### src/rtl/ahbl_pkg.sv
// Shared AHB-Lite definitions for the exclusive-access monitor: transfer-type
// encodings and the reservation tag width helper.
package ahbl_pkg;

    typedef enum logic [1:0] {
        HTRANS_IDLE = 2'b00,
        HTRANS_BUSY = 2'b01,
        HTRANS_NSEQ = 2'b10,
        HTRANS_SEQ  = 2'b11
    } htrans_e;

    function automatic int rsv_tag_w(input int w_addr, input int granule_log2);
        return w_addr - granule_log2;
    endfunction

endpackage

### src/rtl/ahbl_excl_rsv_slot.sv
// One exclusive reservation: valid bit plus granule tag, with an optional
// lifetime counter when AHBL_EXCL_MONITOR_TIMEOUT_EN is defined.
module ahbl_excl_rsv_slot #(
    parameter int W_TAG = 30
`ifdef AHBL_EXCL_MONITOR_TIMEOUT_EN
    ,
    parameter int TIMEOUT_CYCLES = 1024
`endif
) (
    input  logic             clk,
    input  logic             rst_n,
    input  logic             set_i,
    input  logic             clr_i,
    input  logic [W_TAG-1:0] tag_i,
    output logic             match_o
);

    logic             valid_q, valid_d;
    logic [W_TAG-1:0] tag_q, tag_d;

    assign match_o = valid_q & (tag_q == tag_i);

`ifdef AHBL_EXCL_MONITOR_TIMEOUT_EN
    localparam int CNT_W = $clog2(TIMEOUT_CYCLES + 1);

    logic [CNT_W-1:0] cnt_q, cnt_d;

    // Clear is applied last so it beats both a same-cycle set and expiry.
    always_comb begin
        valid_d = valid_q;
        tag_d   = tag_q;
        cnt_d   = cnt_q;
        if (valid_q) begin
            if (cnt_q == '0) valid_d = 1'b0;
            else             cnt_d   = cnt_q - CNT_W'(1);
        end
        if (set_i) begin
            valid_d = 1'b1;
            tag_d   = tag_i;
            cnt_d   = CNT_W'(TIMEOUT_CYCLES);
        end
        if (clr_i) valid_d = 1'b0;
    end

    always_ff @(posedge clk or negedge rst_n) begin
        if (!rst_n) begin
            valid_q <= 1'b0;
            tag_q   <= '0;
            cnt_q   <= '0;
        end else begin
            valid_q <= valid_d;
            tag_q   <= tag_d;
            cnt_q   <= cnt_d;
        end
    end
`else
    always_comb begin
        valid_d = valid_q;
        tag_d   = tag_q;
        if (set_i) begin
            valid_d = 1'b1;
            tag_d   = tag_i;
        end
        if (clr_i) valid_d = 1'b0;
    end

    always_ff @(posedge clk or negedge rst_n) begin
        if (!rst_n) begin
            valid_q <= 1'b0;
            tag_q   <= '0;
        end else begin
            valid_q <= valid_d;
            tag_q   <= tag_d;
        end
    end
`endif

endmodule

### src/rtl/ahbl_excl_monitor.sv
// Inline AHB-Lite global exclusive monitor: one reservation per master, failed
// exclusive writes are turned into IDLE. Optional reservation timeout: AHBL_EXCL_MONITOR_TIMEOUT_EN.
module ahbl_excl_monitor
    import ahbl_pkg::*;
#(
    parameter int W_ADDR         = 32,
    parameter int W_DATA         = 32,
    parameter int N_MASTERS      = 2,
    parameter int GRANULE_LOG2   = 2,
    parameter int TIMEOUT_CYCLES = 1024
) (
    input  logic              clk,
    input  logic              rst_n,
    input  logic              src_hready,
    output logic              src_hready_resp,
    output logic              src_hresp,
    input  logic [W_ADDR-1:0] src_haddr,
    input  logic              src_hwrite,
    input  logic [1:0]        src_htrans,
    input  logic [2:0]        src_hsize,
    input  logic [2:0]        src_hburst,
    input  logic [3:0]        src_hprot,
    input  logic              src_hmastlock,
    input  logic [W_DATA-1:0] src_hwdata,
    output logic [W_DATA-1:0] src_hrdata,
    input  logic              src_hexcl,
    input  logic [7:0]        src_hmaster,
    output logic              src_hexokay,
    output logic              dst_hready,
    input  logic              dst_hready_resp,
    input  logic              dst_hresp,
    input  logic [W_DATA-1:0] dst_hrdata,
    output logic [W_ADDR-1:0] dst_haddr,
    output logic              dst_hwrite,
    output logic [1:0]        dst_htrans,
    output logic [2:0]        dst_hsize,
    output logic [2:0]        dst_hburst,
    output logic [3:0]        dst_hprot,
    output logic              dst_hmastlock,
    output logic [W_DATA-1:0] dst_hwdata
);

    localparam int W_TAG = rsv_tag_w(W_ADDR, GRANULE_LOG2);

    if (TIMEOUT_CYCLES < 1) begin : g_bad_timeout
        $error("TIMEOUT_CYCLES must be at least 1");
    end

    logic                 accept, in_range, own_match, suppress, okay;
    logic [W_TAG-1:0]     tag;
    logic [N_MASTERS-1:0] slot_set, slot_clr, slot_match;
    logic                 dph_excl_q, dph_excl_d;
    logic                 dph_okay_q, dph_okay_d;
    logic                 dph_suppress_q, dph_suppress_d;

    assign tag = src_haddr[W_ADDR-1:GRANULE_LOG2];

    // A failed exclusive write only drops the writer's own reservation; any
    // forwarded write drops every reservation on the same granule.
    always_comb begin
        accept    = src_hready & src_htrans[1];
        in_range  = 1'b0;
        own_match = 1'b0;
        for (int i = 0; i < N_MASTERS; i++) begin
            if (src_hmaster == 8'(i)) begin
                in_range  = 1'b1;
                own_match = slot_match[i];
            end
        end
        suppress = accept & src_hexcl & src_hwrite & ~own_match;
        okay     = src_hwrite ? own_match : in_range;
        for (int i = 0; i < N_MASTERS; i++) begin
            slot_set[i] = accept & src_hexcl & ~src_hwrite & (src_hmaster == 8'(i));
            slot_clr[i] = accept & src_hwrite &
                          ((slot_match[i] & ~suppress) | (src_hexcl & (src_hmaster == 8'(i))));
        end
    end

    for (genvar g = 0; g < N_MASTERS; g++) begin : g_slot
        ahbl_excl_rsv_slot #(
            .W_TAG(W_TAG)
`ifdef AHBL_EXCL_MONITOR_TIMEOUT_EN
            ,
            .TIMEOUT_CYCLES(TIMEOUT_CYCLES)
`endif
        ) u_slot (
            .clk    (clk),
            .rst_n  (rst_n),
            .set_i  (slot_set[g]),
            .clr_i  (slot_clr[g]),
            .tag_i  (tag),
            .match_o(slot_match[g])
        );
    end

    always_comb begin
        dph_excl_d     = dph_excl_q;
        dph_okay_d     = dph_okay_q;
        dph_suppress_d = dph_suppress_q;
        if (src_hready) begin
            dph_excl_d     = accept & src_hexcl;
            dph_okay_d     = okay;
            dph_suppress_d = suppress;
        end
    end

    always_ff @(posedge clk or negedge rst_n) begin
        if (!rst_n) begin
            dph_excl_q     <= 1'b0;
            dph_okay_q     <= 1'b0;
            dph_suppress_q <= 1'b0;
        end else begin
            dph_excl_q     <= dph_excl_d;
            dph_okay_q     <= dph_okay_d;
            dph_suppress_q <= dph_suppress_d;
        end
    end

    assign src_hexokay     = dph_excl_q & dph_okay_q;
    assign src_hready_resp = dph_suppress_q | dst_hready_resp;
    assign src_hresp       = ~dph_suppress_q & dst_hresp;
    assign src_hrdata      = dst_hrdata;

    assign dst_hready    = src_hready;
    assign dst_haddr     = src_haddr;
    assign dst_hwrite    = src_hwrite;
    assign dst_htrans    = suppress ? HTRANS_IDLE : src_htrans;
    assign dst_hsize     = src_hsize;
    assign dst_hburst    = src_hburst;
    assign dst_hprot     = src_hprot;
    assign dst_hmastlock = src_hmastlock;
    assign dst_hwdata    = src_hwdata;

endmodule

### config.mk
export PLATFORM = sky130hd
export DESIGN_NAME = ahbl_excl_monitor
export DESIGN_NICKNAME = d
export VERILOG_FILES = /design/src/rtl/ahbl_pkg.sv /design/src/rtl/ahbl_excl_rsv_slot.sv /design/src/rtl/ahbl_excl_monitor.sv
export SDC_FILE = /design/constraint.sdc
export NUM_CORES = 1
export LEC_CHECK = 0
export CORE_UTILIZATION = 39
export DETAILED_ROUTE_END_ITERATION = 7
export GPL_TIMING_DRIVEN = 0
export HOLD_SLACK_MARGIN = 0.08
export PLACE_DENSITY = 0.81
export SLEW_MARGIN = 15
export SYNTH_ARGS = -nofsm -noshare
export SYNTH_HDL_FRONTEND = slang
export SYNTH_SLANG_ARGS = --single-unit
### constraint.sdc
create_clock -name clk -period 3.4 [get_ports clk]
set_input_delay 1.02 -clock clk [delete_from_list [all_inputs] [get_ports clk]]
set_output_delay 1.02 -clock clk [all_outputs]
set_load 0.02 [all_outputs]
==> results_dict.tcl, run 1 <==
set metrics [dict create \
    drt_iter0_drc 158 \
    max_stage_delay_ns 0.37 \
    routed_wl_um 13400 \
    synth-seq-cells 65 \
    finalCritPeriodShare 1.07 \
    synth_cell_types 34 \
    setup_ws_ns -0.238 \
    grt_start_max_net_pins 43 \
    cpMaxStageDelayCell "nor4_4" \
    setup_viol 4 \
    slew_violations 0 \
    failed_checks "setup timing" \
    hpwl_um 9240 \
    vias_per_cell 4.87 \
    vias 3554 \
    ys_seq_area_frac 0.378 \
    tns_ns -0.694 \
    finalWeightedCongestion 0.823 \
    avgSynthCellArea_um2 11.5 \
    leakagePower_nw 3.26 \
    synth_area_um2 4300 \
    critPathMaxFanout 5 \
    rsz0062_at_grt "yes" \
    slew_headroom 0.671 \
    clk_pin_slew_worst_paths_ns 0.07 \
    cp_data_required_time_ns 2.38 \
    synthTopCellsByArea "dfrtp_1, buf_4, xnor2_1" \
    clkSinkCount 65 \
    cts_made_buffers 9 \
    yosysTopAreaCell "dfrtp_1" \
    critPathTopFamily "simple AND/OR/NAND/NOR gates" \
    crit_chain "buf_8 -> xnor2_2 -> nand4_1 -> nor4_4 -> nand3_2 -> o211ai_1 -> buf_4 -> and2_4 -> buf_6" \
    crit_arrival_ns 2.62 \
    grt_pass1_wl_um 20100 \
    post_drt_wl_per_cell_um 18.4 \
    final_antenna_net_count 0 \
    place_area_um2 6090 \
    hold_class "flop to flop" \
    status "finished with violations" \
    vdd_drop_max_mv 0.176 \
    p_per_area_nw_per_um2 272 \
    drive_gt1_frac 0.544 \
    hold_viol 0 \
    utilization 0.664 \
    grt_overflow 0 \
    grt.total_usage 0.234 \
    tightestPinTransition_ns 0.493 \
    antenna_found_initial 0 \
    synthesis.nets 498 \
    cp-end-kind "primary output" \
    fin_nets 715 \
    total_power_mw 1.90 \
    start_util 0.409 \
    grt_pass1_vias 3809 \
    maxCapViolations 0 \
    root_buffer "clkbuf_8" \
    fp.dieW_um 107 \
    fmax_ghz 0.275 \
    coreArea_um2 10500 \
    final.min_clock_period_ns 3.64 \
    row_count 37 \
    design_area_um2 6980 \
    dp.cells 671 \
    ff_latch_area_um2 1630 \
    ios 238 \
    cp_num_buf_inv 3 \
    drc_errors 0 \
    crit_type "input port to primary output" \
    diodes 0 \
    yosys_warnings 0 \
    synthCells 374 \
    dieArea_um2 11400 \
    clockBufferDepth 2 \
    fin_skew_ns 0.00861 \
    multi_input_area_um2 2220 \
    place.port_buffers 160 \
    yosysTopAreaCellShare 0.378 \
    hold_buffers 0 \
    area_delta_synth_final_pct 62.4 \
    die_height_um 107 \
    cts_tree "done" \
    htreeDepth 3 \
    crit_path_start_kind "input port" \
    nFillCells 752 \
    insertion_delay_ns 0.34 \
    first_pass_iters 4 \
    final_cells 730 \
]
report_power, final:
group          internal [mW]  switching (mW)  total [mW]
Combinational          0.324           0.257       0.582
Clock                  0.257           0.275       0.532
Sequential             0.781         0.00712       0.788
layer usage:
metal / share of wire / track usage / vias to the layer above
li1: - / - / 1602
met1: 0.37 / 0.270 / 1746
met2: 0.52 / 0.417 / 166
met3: 0.064 / 0.0498 / 40
met4: 0.038 / 0.0998 / 0
met5: 0 / 0 / -
repair_timing:
| item | 4_1_cts | 5_1_grt |
|---|---|---|
| gates cloned | 0 | 0 |
| setup buffers | 41 | 4 |
| pin swaps | 55 | 24 |
| resized for setup | 210 | 38 |
| endpoints found under the hold margin | 0 | 0 |
| setup endpoints to repair | 8 | 4 |
sequential cells by signal, summed over array words and instances, names as in the netlist:
register,flops
dph_excl_q,1
g_slot.u_slot.valid_q,2
dph_suppress_q,1
dph_okay_q,1
g_slot.u_slot.tag_q,60
worst reg2reg max path, delay by kind of cell, from the launching register on:
family,cells,cell delay (ns)
flip-flops,1,0.40
AO/OA/AOI/OAI,1,0.16
XOR/XNOR,1,0.15
buffers and inverters,17,2.11
AND/OR/NAND/NOR,4,0.28
metrics by stage:
step           setup slack (ns)  hold WS [ns]
6_report                 -0.238         0.504
4_1_cts                  -0.148         0.506
5_1_grt                  -0.303         0.522
3_3_place_gp              -1.27         0.454
2_1_floorplan             0.218         0.442
3_5_place_dp              -1.37         0.491
kinds of logic after synthesis:
family / Yosys count / synth area share
xor+xnor: 59 / 0.120
simple gates: 58 / 0.0911
mux: 59 / 0.178
buf+inv: 118 / 0.210
compound gates: 15 / 0.0215
flops: 65 / 0.378
path summary, 6_finish.rpt:
path | slack [ns] | depth (start not counted) | from | endpoint
worst max register to register | 0.23 | 23 | g_slot[0].u_slot.tag_q[24]$_DFFE_PN0P_ | g_slot[1].u_slot.valid_q$_DFFE_PN0P_
worst max-delay path | -0.24 | 9 | src_haddr[13] | dst_htrans[0]
worst min register to register | 0.50 | 2 | dph_okay_q$_DFFE_PN0P_ | dph_okay_q$_DFFE_PN0P_
worst min-delay path | 0.50 | 2 | dph_okay_q$_DFFE_PN0P_ | dph_okay_q$_DFFE_PN0P_
max in group asynchronous | 2.29 | 2 | rst_n | g_slot[0].u_slot.tag_q[2]$_DFFE_PN0P_
min in group asynchronous | 0.57 | 1 | rst_n | g_slot[1].u_slot.tag_q[7]$_DFFE_PN0P_
cell usage in the layout (no fill, tap or decap), types with 9 or more instances in the layout:
cell type        count
dfrtp_1             65
xnor2_2             37
mux2_4              27
mux2_2              31
clkbuf_8             9
clkdlybuf4s50_1    119
xnor2_1             18
buf_4              165
buf_6               12
nand4_1             20
area by class of cell:
cell class              instances  share of cell area
plain buffers                 115               0.128
clock buffers                  13              0.0199
clock inverters                 1            0.000717
inverters                       3             0.00161
multi-input cells             191               0.318
flip-flops and latches         65               0.233
well taps                     136              0.0244
repair buffers                206               0.274
synth_stat cells:
library cell,n
nand2_1,6
o31ai_1,1
and2_4,1
nor4_1,5
and2_1,4
mux2_1,1
nand3b_1,1
buf_4,109
nor2_8,1
dfrtp_1,65
xnor2_1,59
nor2b_1,2
mux2_2,31
nand3_4,1
nor4_4,1
nand3_1,7
nand4_1,20
nand2_4,1
a21oi_1,4
o211ai_1,1
or2_2,1
and3_1,1
mux2_4,27
a21o_1,1
and3_2,1
inv_1,3
nor2_1,2
nor3_4,1
o21a_1,2
buf_6,4
o21ai_0,5
buf_8,2
a2111oi_1,1
nor3_1,2
(Power assumes the default switching activity.)
==> run 2: changes to the inputs <==
--- a/config.mk
+++ b/config.mk
@@ -10,6 +10,7 @@
 export GPL_TIMING_DRIVEN = 0
 export HOLD_SLACK_MARGIN = 0.08
 export PLACE_DENSITY = 0.81
+export REMOVE_ABC_BUFFERS = 1
 export SLEW_MARGIN = 15
 export SYNTH_ARGS = -nofsm -noshare
 export SYNTH_HDL_FRONTEND = slang
==> results_dict.tcl, run 2 (synthesis results as in run 1) <==
set metrics [dict create \
    vdd_drop_max_mv 0.200 \
    cts_made_buffers 9 \
    cts_tree "done" \
    tns_ns -0.530 \
    final_cell_mix "dfrtp_1, clkdlybuf4s50_1, xnor2_2, mux2_2, mux2_4" \
    fmax_ghz 0.272 \
    slew_violations 0 \
    final_antenna_net_count 0 \
    insertion_delay_ns 0.35 \
    ff_latch_area_um2 1630 \
    cp-end-kind "primary output" \
    slew_headroom 0.421 \
    grt_pass1_vias 2915 \
    clockBufferDepth 2 \
    utilization 0.479 \
    area_delta_synth_final_pct 17.1 \
    clkSinkCount 65 \
    antenna_found_initial 1 \
    htreeDepth 3 \
    vias_per_cell 5.58 \
    regMostFlops "g_slot.u_slot.tag_q" \
    ios 238 \
    finalWeightedCongestion 0.881 \
    failed_checks "setup timing" \
    maxCapViolations 0 \
    p_int_mw 1.25 \
    nFillCells 918 \
    grt_start_max_net_pins 50 \
    die_height_um 107 \
    fin_nets 489 \
    dp_worst_setup_slack_ns -1.27 \
    grt.total_usage 0.305 \
    tightestPinTransition_ns 0.866 \
    final.min_clock_period_ns 3.67 \
    start_util 0.409 \
    fin_skew_ns 0.0118 \
    hold_class "flop to flop" \
    p_clk_frac 0.370 \
    grt_pass1_wl_um 22900 \
    drive_gt1_frac 0.469 \
    design_area_um2 5030 \
    rsz0062_at_grt "yes" \
    drc_errors 0 \
    cp_data_required_time_ns 2.38 \
    grt_overflow 0 \
    hpwl_um 13900 \
    reg.largest.list "g_slot.u_slot.tag_q (60), g_slot.u_slot.valid_q (2)" \
    final_common_cell "dfrtp_1" \
    critPathMaxFanout 5 \
    fp.dieW_um 107 \
    crit_type "input port to primary output" \
    routed_wl_um 17300 \
    coreArea_um2 10500 \
    root_buffer "clkbuf_8" \
    fin_hold_ws_ns 0.479 \
    status "finished with violations" \
    swShare 0.261 \
    combPwrFrac 0.167 \
    dieArea_um2 11400 \
    clk_pin_slew_worst_paths_ns 0.07 \
    power.switching_mw 0.444 \
    first_pass_iters 4 \
    setup_viol 2 \
    row_count 37 \
    post_drt_wl_per_cell_um 34.2 \
    hold_buffers 0 \
    setup_ws_ns -0.271 \
    leakagePower_nw 2.21 \
    hold_viol 0 \
    pwr-share-seq 0.464 \
    drt_iter0_drc 127 \
    place.port_buffers 83 \
    crit_path_start_kind "input port" \
    crit_arrival_ns 2.65 \
    p_per_area_nw_per_um2 338 \
    finalCritPeriodShare 1.08 \
    place_area_um2 4450 \
    largest_reg_flops 60 \
    multi_input_area_um2 2150 \
    vias 2823 \
]
run 2: final cells by class:
type                       instances  share of cell area
clock inverter                     4             0.00895
multi-input combinational        191               0.427
antenna                            1            0.000497
clock buffer                      11              0.0261
sequential                        65               0.323
tap                              136              0.0338
inverter                           3             0.00224
timing repair buffer              95               0.178
run 2: final timing paths:
kind | from | endpoint | slack, ns | depth (start not counted)
worst max-delay path | src_haddr[21] | dst_htrans[0] | -0.27 | 9
worst min-delay path | dph_excl_q$_DFFE_PN0P_ | dph_excl_q$_DFFE_PN0P_ | 0.48 | 1
worst max register to register | g_slot[1].u_slot.tag_q[19]$_DFFE_PN0P_ | dph_suppress_q$_DFFE_PN0P_ | 1.42 | 8
worst min register to register | dph_excl_q$_DFFE_PN0P_ | dph_excl_q$_DFFE_PN0P_ | 0.48 | 1
max in group asynchronous | rst_n | g_slot[0].u_slot.tag_q[3]$_DFFE_PN0P_ | 2.33 | 2
min in group asynchronous | rst_n | dph_okay_q$_DFFE_PN0P_ | 0.54 | 1
run 2: power by group through the flow:
| stage | clock network [mW] | registers (mW) | logic [mW] |
|---|---|---|---|
| after floorplan | 0 | 0.800 | 0.0642 |
| after global placement | 0 | 0.800 | 0.244 |
| after detailed placement | 0 | 0.801 | 0.252 |
| after CTS | 0.637 | 0.787 | 0.272 |
| after global routing | 0.672 | 0.788 | 0.300 |
| final | 0.628 | 0.788 | 0.283 |
run 2: routing by layer:
layer | wire [um] | global-route usage | vias to the layer above
li1 | - | - | 1152
met1 | 4440 | 0.231 | 1352
met2 | 7790 | 0.464 | 275
met3 | 4080 | 0.336 | 42
met4 | 958 | 0.159 | 2
met5 | 43 | 0.0381 | -
run 2: timing repair:
| action | 4_1_cts | 5_1_grt |
|---|---|---|
| pin swaps | 51 | 21 |
| gates resized for setup | 194 | 40 |
| buffers inserted | 8 | 2 |
| endpoints found under the setup margin | 3 | 2 |
run 2: through the flow:
step | power [mW] | instances
5_1_grt | 1.76 | 505
3_3_place_gp | 1.04 | 478
4_1_cts | 1.70 | 503
6_report | 1.70 | 506
2_1_floorplan | 0.864 | 259
3_5_place_dp | 1.05 | 480
run 2: worst max-delay path: stages:
cell,delay [ns]
buf_4,0.15
xnor2_2,0.16
nand4_1,0.15
nor4_2,0.35
nand3_2,0.15
o211ai_1,0.27
buf_4,0.17
and2_4,0.13
buf_6,0.11
